### src/rtl/meta_rr_arb.sv
// meta_rr_arb: round-robin merge of N_ID metadata streams into one registered stream tagged with source id.
// Optional per-source handshake counters with stat_clr_i when META_RR_ARB_STATS_EN is defined.
module meta_rr_arb #(
  parameter int DATA_BITS = 96,
  parameter int N_ID = 4,
  localparam int ID_BITS = (N_ID > 1) ? $clog2(N_ID) : 1
) (
  input  logic                           aclk,
  input  logic                           aresetn,
  input  logic [N_ID-1:0]                s_meta_valid_i,
  output logic [N_ID-1:0]                s_meta_ready_o,
  input  logic [N_ID-1:0][DATA_BITS-1:0] s_meta_data_i,
  output logic                           m_meta_valid_o,
  input  logic                           m_meta_ready_i,
  output logic [DATA_BITS-1:0]           m_meta_data_o,
  output logic [ID_BITS-1:0]             m_id_o
`ifdef META_RR_ARB_STATS_EN
  ,
  input  logic                           stat_clr_i,
  output logic [N_ID-1:0][31:0]          stat_cnt_o
`endif
);
  logic                 out_valid_q;
  logic [DATA_BITS-1:0] out_data_q;
  logic [ID_BITS-1:0]   out_id_q;
  logic [ID_BITS-1:0]   rr_ptr_q, rr_ptr_d;
  logic [ID_BITS-1:0]   g, idx;
  logic                 free, any_req, grant;
  assign free    = !out_valid_q || m_meta_ready_i;
  assign any_req = |s_meta_valid_i;
  assign grant   = aresetn && free && any_req;
  // Scan offsets high to low so the valid source nearest rr_ptr is the last one written.
  always_comb begin
    g = '0;
    idx = '0;
    for (int k = N_ID - 1; k >= 0; k--) begin
      idx = ID_BITS'((int'(rr_ptr_q) + k) % N_ID);
      if (s_meta_valid_i[idx]) g = idx;
    end
  end
  assign s_meta_ready_o = grant ? (N_ID'(1) << g) : '0;
  assign rr_ptr_d = !grant ? rr_ptr_q : (g == ID_BITS'(N_ID - 1)) ? '0 : g + 1'b1;
  always_ff @(posedge aclk or negedge aresetn) begin
    if (!aresetn) begin
      out_valid_q <= 1'b0;
      out_data_q  <= '0;
      out_id_q    <= '0;
      rr_ptr_q    <= '0;
    end else begin
      rr_ptr_q <= rr_ptr_d;
      if (free) begin
        out_valid_q <= any_req;
        if (any_req) begin
          out_data_q <= s_meta_data_i[g];
          out_id_q   <= g;
        end
      end
    end
  end
  assign m_meta_valid_o = out_valid_q;
  assign m_meta_data_o  = out_data_q;
  assign m_id_o         = out_id_q;
`ifdef META_RR_ARB_STATS_EN
  logic [N_ID-1:0][31:0] cnt_q, cnt_d;
  always_comb begin
    cnt_d = cnt_q;
    for (int i = 0; i < N_ID; i++)
      cnt_d[i] = stat_clr_i ? 32'd0 : (s_meta_valid_i[i] && s_meta_ready_o[i] && cnt_q[i] != '1) ? cnt_q[i] + 32'd1 : cnt_q[i];
  end
  always_ff @(posedge aclk or negedge aresetn) begin
    if (!aresetn) cnt_q <= '0;
    else cnt_q <= cnt_d;
  end
  assign stat_cnt_o = cnt_q;
`endif
endmodule

### config.mk
export PLATFORM = sky130hd
export DESIGN_NAME = meta_rr_arb
export DESIGN_NICKNAME = d
export VERILOG_FILES = /design/src/rtl/meta_rr_arb.sv
export SDC_FILE = /design/constraint.sdc
export NUM_CORES = 1
export LEC_CHECK = 0
export CAP_MARGIN = 20
export CORE_AREA = 2 2 190 192
export CTS_BUF_LIST = sky130_fd_sc_hd__clkbuf_4 sky130_fd_sc_hd__clkbuf_8
export CTS_CLUSTER_DIAMETER = 80
export CTS_CLUSTER_SIZE = 25
export DETAILED_ROUTE_END_ITERATION = 12
export DIE_AREA = 0 0 192 194
export PLACE_DENSITY = 0.58
export SLEW_MARGIN = 25
export SYNTH_ARGS = -nofsm -noshare
export SYNTH_HDL_FRONTEND = slang
export SYNTH_SLANG_ARGS = --single-unit
### constraint.sdc
create_clock -name aclk -period 3.16 [get_ports aclk]
set_input_delay 0.632 -clock aclk [delete_from_list [all_inputs] [get_ports aclk]]
set_output_delay 0.632 -clock aclk [all_outputs]
set_load 0.02 [all_outputs]
==> metrics.log <==
INFO  metric run_status = completed
INFO  metric worstPathCellList = clkdlybuf4s50_1 > and2b_1 > a311oi_2 > nor2_1 > nor3_1 > dlygate4sd2_1
INFO  metric report.final.slew_viol_count = 0
INFO  metric grt_remaining_overflow = 0
INFO  metric path_max_fanout = 3
INFO  metric min-delay-path-class = in2async
INFO  metric timing.max_cap.violations = 0
INFO  metric buffer_ports.inserted = 493
INFO  metric grt_setup_unrepaired = yes
INFO  metric multi_input_comb_area = 0.00363 mm^2
INFO  metric die_height = 194 um
INFO  metric ys.flop_type = sky130_fd_sc_hd__dfrtp_1
INFO  metric power.density = 657 mW/mm^2
INFO  metric globalRouteTotalUtil = 0.166
INFO  metric switching_share = 0.428
INFO  metric pwr-share-clk = 0.105
INFO  metric slew_headroom = 0.336
INFO  metric worst_path_max_delay_cell = sky130_fd_sc_hd__clkdlybuf4s50_1
INFO  metric cts.repair_timing.setup_buffer_count = 0
INFO  metric yosys.area.top_type_share = 0.377
INFO  metric worstReg2RegStart = rr_ptr_q[0]
INFO  metric post_cts_resize_count = 4
INFO  metric synth_cell_type_count = 32
INFO  metric power.share.combinational = 0.634
INFO  metric timing.clock.skew = 0.0166 ns
INFO  metric share_seq_of_total_power = 0.261
INFO  metric power.net_switching = 3470 uW
INFO  metric yosys_register_bits = 101
INFO  metric core-area = 0.0352 mm^2
INFO  metric ctsLongestPathBuffers = 2
INFO  metric fmax = 323 MHz
INFO  metric dominant_cell_type_by_area_after_synthesis = sky130_fd_sc_hd__dfrtp_1
INFO  metric criticalPathCategory = in2out
INFO  metric finish.net_count = 1559
INFO  metric initial_antenna_violation_count = 0
INFO  metric p_leak = 0.00507 uW
INFO  metric first_pass_iters = 5
INFO  metric tightest_slew = 0.996 ns
INFO  metric viasPerCell = 4.74
INFO  metric worst_path_dominant_cell_family = buffers and inverters
INFO  metric finalSetupTns = 0 ns
INFO  metric timing.critical_path.buf_inv = 2
INFO  metric number_of_cells_on_the_worst_reg_to_reg_path = 9
INFO  metric yosys_warnings = 0
INFO  metric final.setup.worst_slack = 0.0606 ns
INFO  metric postCtsHoldBufs = 0
INFO  metric vias_in_the_first_global_route = 8029
INFO  metric diode_insertion_count_for_antenna_repair = 0
INFO  metric synth-edff-count = 0
INFO  metric detail_route.wl_per_cell = 19.5 um
INFO  metric fillCellCount = 3656
INFO  metric place_area = 0.0121 mm^2
INFO  metric placed_cells = 1618
INFO  metric layout-drive-gt1-share = 0.0639
INFO  metric remaining_drc_errors = 0
INFO  metric layout_common_cells = sky130_fd_sc_hd__clkdlybuf4s50_1 (488), sky130_fd_sc_hd__dfrtp_1 (101), sky130_fd_sc_hd__o21ai_0 (98)
INFO  metric die_width = 192 um
INFO  metric flow.area_growth_from_synthesis = 83.6%
INFO  metric wire_length_of_the_first_global_routing_pass = 47.7 mm
INFO  metric reg2reg_setup_slack = 0.82 ns
INFO  metric critPathLaunch = s_meta_valid_i[2]
INFO  metric place_congestion = 0.842
INFO  metric worstSkewPairLatency = 0.39 ns
INFO  metric syn_area = 0.00670 mm^2
INFO  metric start_util = 0.190
INFO  metric seq_area_frac_synth = 0.377
INFO  metric netlist_instances = 700
INFO  metric rows = 69
INFO  metric clock_tree.root_cell = sky130_fd_sc_hd__clkbuf_8
INFO  metric max_vdd_drop = 0.343 mV
INFO  metric critPathArrivalTime = 2.47 ns
INFO  metric worst_setup_hold_path_clk_slew = 0.12 ns
INFO  metric placement.setup.worst_slack = -0.231 ns
INFO  metric timing.critical_path.required = 2.53 ns
INFO  metric final_design_area_no_fill = 0.0123 mm^2
INFO  metric grt_start_max_net_pins = 97
INFO  metric finish.cell_count_without_fillers = 1634
INFO  metric cts.htree.levels = 3
INFO  metric internal-power = 4630 uW
INFO  metric worst-path-stages = 6
INFO  metric r2r-end = m_meta_data_o[32]
INFO  metric drtAntennaViolNets = 0
INFO  metric synth_async_sr_flop_share = 1.00
INFO  metric setup.worst_path.start_class = input pin
INFO  metric tritoncts_num_sinks = 101
INFO  metric first_iter_violations = 285
INFO  metric end_kind = output port
INFO  metric die-area = 0.0372 mm^2
INFO  metric dp_hpwl = 23.9 mm
INFO  metric endpoints_failing_setup = 0
INFO  metric drt_wl_total = 31.9 mm
INFO  metric io_pins = 494
INFO  metric period_minus_slack = 3.10 ns
INFO  metric num_vias = 7747
INFO  metric layout_worst_path_cycle_share = 0.981
INFO  metric area_contributors_post_synth = sky130_fd_sc_hd__dfrtp_1 (38%), sky130_fd_sc_hd__mux2i_1 (14%), sky130_fd_sc_hd__a211oi_1 (11%), sky130_fd_sc_hd__and3_1 (9.0%), sky130_fd_sc_hd__o22ai_1 (9.0%)
INFO  metric sequential_cell_area = 0.00253 mm^2
INFO  metric final_hold_viol_count = 0
INFO  metric endpoint = s_meta_ready_o[0]
INFO  metric cts-buffers-inserted = 9
INFO  metric post_synth.cell_area_avg = 9.58 um^2
INFO  metric layout_commonest_cell = sky130_fd_sc_hd__clkdlybuf4s50_1
INFO  metric tritoncts = yes
INFO  metric cpPeakStageDelay = 0.44 ns
INFO  metric synth_nets = 1091
-- state kept, by name (all words and copies together), names as in the netlist --
register	count
m_id_o	2
rr_ptr_q	2
m_meta_valid_o	1
m_meta_data_o	96
-- cells by family after synthesis --
logic type / Yosys count / synth area share
AOI/OAI and AO/OA: 297 / 0.278
xor gates and xnor gates: 1 / 0.00131
buffers and inverters: 85 / 0.0849
DFF: 101 / 0.377
muxes: 96 / 0.143
and+or+nand+nor: 120 / 0.115
-- stage by stage --
| stage | total power, uW | util | hold WS (ns) |
|---|---|---|---|
| after CTS | 8210 | 0.349 | 0.452 |
| final | 8090 | 0.349 | 0.413 |
| after global placement | 7290 | 0.344 | 0.469 |
| after floorplan | 5030 | - | 0.336 |
| after detailed placement | 7310 | 0.344 | 0.475 |
| after global routing | 8620 | 0.349 | 0.488 |
-- layout make-up --
| cell class | instances | area share |
|---|---|---|
| clock buffer | 11 | 0.0118 |
| timing repair buffer | 540 | 0.437 |
| clock inverter | 5 | 0.00295 |
| inverter | 2 | 0.000610 |
| tap | 461 | 0.0469 |
| sequential | 101 | 0.205 |
| multi-input combinational | 514 | 0.295 |
-- synth_stat cells, types with 2 or more instances --
cell and n:
sky130_fd_sc_hd__and3_1 96, sky130_fd_sc_hd__buf_1 2, sky130_fd_sc_hd__nand4b_4 2, sky130_fd_sc_hd__dfrtp_1 101
sky130_fd_sc_hd__o22ai_1 96, sky130_fd_sc_hd__inv_1 2, sky130_fd_sc_hd__buf_6 24, sky130_fd_sc_hd__clkbuf_1 33
sky130_fd_sc_hd__o21ai_0 98, sky130_fd_sc_hd__o21ai_1 2, sky130_fd_sc_hd__buf_4 2, sky130_fd_sc_hd__buf_8 2
sky130_fd_sc_hd__nand2_1 8, sky130_fd_sc_hd__buf_2 19, sky130_fd_sc_hd__nor3_1 4, sky130_fd_sc_hd__a211oi_1 96
sky130_fd_sc_hd__mux2i_1 96, sky130_fd_sc_hd__nand2b_1 3
-- power groups by stage --
| stage | clock [uW] | combinational (uW) | sequential [uW] |
|---|---|---|---|
| 2_1_floorplan | 0 | 2260 | 2770 |
| 6_report | 850 | 5130 | 2110 |
| 3_3_place_gp | 0 | 5170 | 2120 |
| 5_1_grt | 936 | 5500 | 2180 |
| 3_5_place_dp | 0 | 5190 | 2120 |
| 4_1_cts | 900 | 5200 | 2110 |
-- metal layers --
| layer | share of wire | GRT usage | vias up |
|---|---|---|---|
| met4 | 0.022 | 0.0483 | 0 |
| met3 | 0.066 | 0.0342 | 39 |
| met5 | 0 | 0 | - |
| li1 | - | - | 3671 |
| met1 | 0.42 | 0.206 | 3727 |
| met2 | 0.49 | 0.289 | 310 |
-- worst min path at each step --
stage / slack (ns) / end / start
floorplan: 0.34 / m_id_o[0] / aresetn
global placement: 0.47 / m_id_o[0] / m_id_o[0]
detailed placement: 0.48 / m_id_o[0] / m_id_o[0]
CTS: 0.45 / m_meta_data_o[5] / aresetn
global route: 0.49 / m_meta_data_o[8] / aresetn
finish: 0.41 / m_meta_data_o[8] / aresetn
No activity file was read; power rests on OpenSTA's default activity.
